[config.mk]
export PLATFORM = sky130hd
export DESIGN_NAME = serial_shift_out
export DESIGN_NICKNAME = d
export VERILOG_FILES = /design/src/rtl/serial_shift_pkg.sv /design/src/rtl/clk_tick_div.sv /design/src/rtl/serial_shift_out.sv
export SDC_FILE = /design/constraint.sdc
export NUM_CORES = 1
export LEC_CHECK = 0
export ABC_CLOCK_PERIOD_IN_PS = 3700
export CORE_MARGIN = 4
export CORE_UTILIZATION = 45
export CTS_BUF_LIST = sky130_fd_sc_hd__clkbuf_4 sky130_fd_sc_hd__clkbuf_8
export DETAILED_ROUTE_END_ITERATION = 10
export HOLD_SLACK_MARGIN = 0.03
export PLACE_DENSITY = 0.74
export SLEW_MARGIN = 20
export SYNTH_ARGS = -nofsm -noshare
export SYNTH_HDL_FRONTEND = slang
export SYNTH_SLANG_ARGS = --single-unit
[constraint.sdc]
create_clock -name clk -period 3.7 [get_ports clk]
set_input_delay 0.555 -clock clk [delete_from_list [all_inputs] [get_ports clk]]
set_output_delay 0.555 -clock clk [all_outputs]
set_load 0.01 [all_outputs]
[src/rtl/serial_shift_pkg.sv]
// Shared types and default sizing for the serial_shift_out display-chain driver.
package serial_shift_pkg;

   localparam int unsigned DEFAULT_DATA_W  = 64;
   localparam int unsigned DEFAULT_CLK_DIV = 4;

   typedef enum logic [1:0] {
      IDLE  = 2'd0,
      SHIFT = 2'd1,
      LATCH = 2'd2
   } state_t;

endpackage

[src/rtl/clk_tick_div.sv]
// Free-running divider: tick is high on the last of every CLK_DIV cycles; clr restarts the count.
module clk_tick_div
   import serial_shift_pkg::*;
#(
   parameter int unsigned CLK_DIV = DEFAULT_CLK_DIV
) (
   input  logic clk,
   input  logic rst_n,
   input  logic clr,
   output logic tick
);

   localparam int unsigned      DIV_W = $clog2(CLK_DIV + 1);
   localparam logic [DIV_W-1:0] LAST  = DIV_W'(CLK_DIV - 1);

   logic [DIV_W-1:0] cnt;
   logic [DIV_W-1:0] cnt_nxt;
   logic             tick_nxt;

   // tick is registered and always equals (cnt == LAST)
   always_comb begin
      cnt_nxt = cnt + DIV_W'(1);
      if (clr || (cnt == LAST)) begin
         cnt_nxt = '0;
      end
      tick_nxt = (cnt_nxt == LAST);
   end

   always_ff @(posedge clk or negedge rst_n) begin
      if (!rst_n) begin
         cnt  <= '0;
         tick <= 1'b0;
      end else begin
         cnt  <= cnt_nxt;
         tick <= tick_nxt;
      end
   end

endmodule

[src/rtl/serial_shift_out.sv]
// Serialises one accepted parallel word onto an sclk/sdata/latch shift chain.
// Build option SERIAL_SHIFT_OUT_LSB_FIRST_EN sends bit 0 first instead of the MSB.
module serial_shift_out
   import serial_shift_pkg::*;
#(
   parameter int unsigned DATA_W  = DEFAULT_DATA_W,
   parameter int unsigned CLK_DIV = DEFAULT_CLK_DIV
) (
   input  logic              clk,
   input  logic              rst_n,
   input  logic [DATA_W-1:0] din,
   input  logic              din_valid,
   output logic              din_ready,
   output logic              sclk,
   output logic              sdata,
   output logic              latch,
   output logic              busy,
   output logic              done
);

   localparam int unsigned      CNT_W    = $clog2(DATA_W + 1);
   localparam logic [CNT_W-1:0] LAST_BIT = CNT_W'(DATA_W - 1);

   state_t            state;
   state_t            state_nxt;
   logic [DATA_W-1:0] shreg;
   logic [DATA_W-1:0] shreg_nxt;
   logic [DATA_W-1:0] shreg_shifted;
   logic [CNT_W-1:0]  bit_cnt;
   logic [CNT_W-1:0]  bit_cnt_nxt;
   logic              sclk_nxt;
   logic              latch_nxt;
   logic              busy_nxt;
   logic              ready_nxt;
   logic              done_nxt;
   logic              clr_c;
   logic              tick;

   clk_tick_div #(
      .CLK_DIV (CLK_DIV)
   ) u_div (
      .clk   (clk),
      .rst_n (rst_n),
      .clr   (clr_c),
      .tick  (tick)
   );

`ifdef SERIAL_SHIFT_OUT_LSB_FIRST_EN
   assign shreg_shifted = {1'b0, shreg[DATA_W-1:1]};
   assign sdata         = shreg[0];
`else
   assign shreg_shifted = {shreg[DATA_W-2:0], 1'b0};
   assign sdata         = shreg[DATA_W-1];
`endif

   // Next state and next values of every registered output
   always_comb begin
      state_nxt   = state;
      shreg_nxt   = shreg;
      bit_cnt_nxt = bit_cnt;
      sclk_nxt    = sclk;
      done_nxt    = 1'b0;
      clr_c       = 1'b0;

      case (state)
         IDLE: begin
            sclk_nxt = 1'b0;
            if (din_valid && din_ready) begin
               shreg_nxt   = din;
               bit_cnt_nxt = '0;
               clr_c       = 1'b1;
               state_nxt   = SHIFT;
            end
         end
         SHIFT: begin
            if (tick) begin
               sclk_nxt = ~sclk;
               // data advances only on the falling sclk transition
               if (sclk) begin
                  shreg_nxt   = shreg_shifted;
                  bit_cnt_nxt = bit_cnt + CNT_W'(1);
                  if (bit_cnt == LAST_BIT) begin
                     clr_c     = 1'b1;
                     state_nxt = LATCH;
                  end
               end
            end
         end
         LATCH: begin
            sclk_nxt = 1'b0;
            if (tick) begin
               done_nxt  = 1'b1;
               state_nxt = IDLE;
            end
         end
         default: begin
            sclk_nxt  = 1'b0;
            state_nxt = IDLE;
         end
      endcase

      latch_nxt = (state_nxt == LATCH);
      busy_nxt  = (state_nxt != IDLE);
      ready_nxt = (state_nxt == IDLE);
   end

   always_ff @(posedge clk or negedge rst_n) begin
      if (!rst_n) begin
         state     <= IDLE;
         shreg     <= '0;
         bit_cnt   <= '0;
         sclk      <= 1'b0;
         latch     <= 1'b0;
         busy      <= 1'b0;
         din_ready <= 1'b0;
         done      <= 1'b0;
      end else begin
         state     <= state_nxt;
         shreg     <= shreg_nxt;
         bit_cnt   <= bit_cnt_nxt;
         sclk      <= sclk_nxt;
         latch     <= latch_nxt;
         busy      <= busy_nxt;
         din_ready <= ready_nxt;
         done      <= done_nxt;
      end
   end

endmodule

Word level (Yosys, flattened, before mapping)
Index checks and enable logic that the tools add are counted.
{ "totals": {"reg_bits": 82, "inputBits": 67, "output_inout_bits": 6, "elab_cells": 53} }
{ "classes": {"n_addsub": 2, "eq_ne": 9, "n_mux": 24, "bitwise_logic": 1, "reduce_logical": 7} }
{ "ops": {"columns": ["cell", "count"], "rows": [
  ["$mux 64", 3],
  ["$pmux 64 s2", 1],
  ["$mux 7", 3],
  ["$pmux 7 s2", 1],
  ["$mux 2", 5],
  ["$mux 1", 8],
  ["$add 7x1->7 const B", 1],
  ["$eq 7x6->1 const B", 1],
  ["$eq 3x2->1 const B", 2],
  ["$pmux 2 s3", 1],
  ["$eq 2x2->1 const B", 2],
  ["$logic_not 2->1", 2],
  ["$ne 2x2->1 const B", 2],
  ["$reduce_and 4->1", 1],
  ["$reduce_bool 2->1", 2],
  ["$add 3x1->3 const B", 1],
  ["$mux 3", 1],
  ["$eq 2x1->1 const B", 1],
  ["$ne 2x1->1 const B", 1],
  ["$pmux 1 s2", 1],
  ["$logic_and 1x1->1", 1],
  ["$logic_or 1x1->1", 1],
  ["$not 1->1", 1]
]} }

Logic depth before layout (Yosys ltp)
{ "depth": {"ltp_word": 8, "mapped_depth": 6, "ltp_nobuf": 4} }

Modules after synthesis
From an unflattened synthesis, not the netlist that was laid out.
{ "unflattened": {"cells_unflattened": 354, "area_unflattened_um2": 3891.2} }
{ "by_module_without_submodules": {"columns": ["mod", "n_inst", "cells_each", "area_each_um2", "seq_area_each_um2"], "rows": [
  ["serial_shift_out", 1, 343, 3731.1, 1951.9],
  ["clk_tick_div", 1, 11, 160.2, 100.1]
]} }

Worst setup path before layout
OpenSTA, ideal clock, no wires.
{ "synth_path": {"kind": "flip-flop to flip-flop", "startpoint": "reg u_div.cnt[0]", "endpoint": "reg u_div.tick", "setup_ns": 0.086, "arrival_time_ns": 1.362, "t_required_ns": 3.614, "path_slack_ns": 2.252, "path_stages_with_launch": 5, "n_path_buf": 0, "synth_period_minus_slack_ns": 1.448, "path_cell_list": "dfrtp_1 -> ha_1 -> ha_1 -> or4bb_1 -> nor3_1"} }
{ "synth_via": {"elab_chain_len": 4, "word_cells_on_any_way": 5, "cone_classes": "add/sub (1); eq/ne (2); mux (1); reduce/logical (1)"} }
{ "synth_lines": {"columns": ["item", "line_no", "rtl"], "rows": [
  ["start, declared", "clk_tick_div.sv:16", "logic [DIV_W-1:0] cnt;"],
  ["start signal, assigned", "clk_tick_div.sv:34", "cnt <= cnt_nxt;"],
  ["parallel branches: the longest is 2 deep, another holds $add 3x1->3", null, null],
  ["$mux 3 (*)", "clk_tick_div.sv:23", "if (clr || (cnt == LAST)) begin"],
  ["$eq 3x2->1 (*)", "clk_tick_div.sv:26", "tick_nxt = (cnt_nxt == LAST);"],
  ["net u_div.tick_nxt", "clk_tick_div.sv:18", "logic tick_nxt;"],
  ["end signal, assigned", "clk_tick_div.sv:35", "tick <= tick_nxt;"],
  ["end, declared", "clk_tick_div.sv:10", "output logic tick"]
]} }
Mark *: on every way through the listed nets, which the timed path passes.
A chain may end at the register's enable or synchronous reset.

Worst setup path after layout
{ "layout_path": {"startpoint": "in din_valid", "endpoint": "reg shreg[44]"} }
{ "layout_via": {"elab_chain_len": 3} }
{ "layout_lines": {"columns": ["item", "line_no", "rtl"], "rows": [
  ["start, declared", "serial_shift_out.sv:12", "input logic din_valid,"],
  ["$logic_and 1x1->1", "serial_shift_out.sv:68", "if (din_valid && din_ready) begin"],
  ["$ne 2x2->1 (no source line)", null, null],
  ["$reduce_and 4->1 (no source line)", null, null],
  ["end signal, assigned", "serial_shift_out.sv:119", "shreg <= shreg_nxt;"],
  ["end, declared", "serial_shift_out.sv:26", "logic [DATA_W-1:0] shreg;"]
]} }
No other way between the ends.

==> flow_summary.toml <==
[outcome]
status = "finished clean"

[timing]
finalWorstSetupSlack_ps = 1330
setup_viol = 0
maxSlewViolCount = 0
relSlewSlack_pct = 37.1
finalCritPeriodShare_pct = 64.0
hold_viol_final = 0
clock.fmax_ghz = 0.422
rsz0062_at_grt = "false"
fin_crit_ps = 2370
setup_tns_ps = 0
tightest_slew_ps = 944
hold_slack_ps = 235
finClkSkew_ps = 9.07

[worst_setup_path]
worstPathMaxFanout = 34
arrival_ps = 2600
path_buf_inv = 2
critPathSlowestCell = "nor2_4"
worst_ep_required_time_ps = 3930
crit_family = "simple AND/OR/NAND/NOR gates"
max_stage_delay_ps = 640
critPathLaunchType = "input pin"
path_class = "input pin to flop"
cp-end-kind = "flop"
worstPathCellList = "clkdlybuf4s50_1 -> and4bb_2 -> nor2_4 -> buf_4 -> o21ai_1"

[synth]
syn_nets = 424
synth_common_cells = "dfrtp_1, nand3_1, o21ai_1, mux2i_1"
synth.distinct_cells = 39
yosys.area.top_type = "dfrtp_1"
yosysSeqAreaShare_pct = 53.7
async_reset_ff_share_pct = 100
yosys_warnings = 0
ys.flop_type = "dfrtp_1"
syn-instance-count = 354
ys_top_cells_by_area = "dfrtp_1, mux2i_1, nand3_1, o21ai_1, a22oi_1"
synth.ff_latch_count = 82
synth_top_area_share_pct = 53.7
synth-edff-count = 0
avgSynthCellArea_sq_um = 10.8
syn_area_sq_um = 3820
synth_most_common_cell = "dfrtp_1"

[detailed_routing]
detail_route.first_pass.iterations = 4
drc = 0
wire_per_inst_microns = 15.6
viasPerCell = 5.63
drt_iter0_drc = 196
wirelength_microns = 8090
via_count = 2917
ant_nets = 0

[min_path]
hp-class = "input pin to async pin"

[placement]
dp_hpwl_microns = 5240
gp_congestion = 0.764
place_worst_setup_slack_ps = 973
io_buffer_count = 72

[final_layout]
final_util_pct = 57.9
areaGrowthSynthToFinish_pct = 24.5
drive_gt1_share_pct = 6.30
nNetsFinal = 479
diodes = 0

[clock_tree]
cts.sinks = 82
clk_pin_slew_ps = 80
cts_root_buf = "clkbuf_8"
cts_made_buffers = 9
hold_buffers = 0
ctsResizeCount = 0
htreeDepth = 3
cts_setup_buffers = 0
insertion_delay_ps = 340
clk_path_buf_depth = 2
cts_tree = "yes"

[floorplan]
num_rows = 33
start_util_pct = 46.5
core_area_sq_um = 8220
die_x_microns = 100
die_h_microns = 100
dieArea_sq_um = 10000
ioPinCount = 73

[power_and_ir_drop]
pwr-share-comb_pct = 5.6
switching_share_pct = 21.0
intPower_mw = 1.28
p_switching_mw = 0.341
powerDensity_nw_per_um2 = 341
vdd_drop_max_uv = 186
seqPwrFrac_pct = 55.2
p_leak_nw = 1.97
clockPowerShare_pct = 39.2

[run]
maxCapViolations = 0

[global_route]
grt-ovfl-total = 0
grt_max_degree = 83
grtUsageTotal_pct = 16.8
antenna_found_initial = 0
grt_pass1_wl_microns = 13500
grt_pass1_vias = 2821
-- area by class of cell --
type | count | area (sq um)
clock inverter | 5 | 55.1
multi-input combinational | 239 | 1630
fill | 717 | 3460
inverter | 2 | 7.51
tap | 105 | 131
timing repair buffer | 75 | 744
sequential | 82 | 2050
clock buffer | 10 | 138
-- per-stage QoR --
step	cell area (sq um)	power, mW	std cells
floorplan	3820	0.915	354
global placement	4560	1.01	503
detailed placement	4560	1.01	503
CTS	4750	1.64	518
global route	4760	1.69	518
finish	4760	1.62	518
-- final timing paths --
kind | end | slack [ps] | from | depth (start not counted)
worst max-delay path | shreg[44] | 1330 | din_valid | 5
worst min-delay path | shreg[5] | 230 | rst_n | 1
worst max register to register | shreg[44] | 1430 | state[0] | 4
worst min register to register | u_div.cnt[0] | 480 | u_div.cnt[0] | 1
max in group asynchronous | shreg[53] | 2940 | rst_n | 1
min in group clk | u_div.cnt[0] | 480 | u_div.cnt[0] | 1
-- metal layers --
metal,GRT usage [%],vias to the layer above,part of all wire (%)
li1,-,1400,-
met1,23.7,1418,46
met2,25.8,88,47
met3,2.57,11,5.2
met4,7.25,0,1.6
met5,0,-,0
-- placed cells by master (no fill, tap or decap), types with 2 or more instances in the layout --
cell type        instances
a21oi_1                  2
a22o_1                   2
a22oi_1                 12
buf_4                    3
clkbuf_8                10
clkdlybuf4s50_1         71
clkinv_2                 2
clkinvlp_4               2
dfrtp_1                 82
ha_1                     3
inv_1                    2
mux2i_1                 52
nand2_1                 16
nand2b_1                 3
nand3_1                 67
nor2_1                   2
nor4_1                   4
o21ai_1                 53
-- sequential cells by signal, indices dropped and copies added, names as in the netlist --
| name | flops |
|---|---|
| bit_cnt | 7 |
| latch | 1 |
| done | 1 |
| u_div.cnt | 3 |
| state | 2 |
| din_ready | 1 |
| shreg | 64 |
| busy | 1 |
| u_div.tick | 1 |
| sclk | 1 |
-- power by group through the flow --
stage / sequential, mW / combinational, mW / clock, mW
3_5_place_dp: 0.913 / 0.0931 / 0
2_1_floorplan: 0.913 / 0.00130 / 0
6_report: 0.895 / 0.0914 / 0.635
3_3_place_gp: 0.913 / 0.0929 / 0
4_1_cts: 0.895 / 0.0936 / 0.654
5_1_grt: 0.895 / 0.0993 / 0.693
-- logic make-up (layout without fill, tap and decap cells) --
family	Yosys count	after routing	share of synthesized area, %
DFF	82	82	53.7
muxes	53	53	13.9
and+or+nand+nor	108	108	15.8
AOI/OAI and AO/OA	74	74	11.1
buffers and inverters	33	92	4.26
adders and majority gates	3	3	0.983
xor gates and xnor gates	1	1	0.229
(Power assumes the default switching activity.)
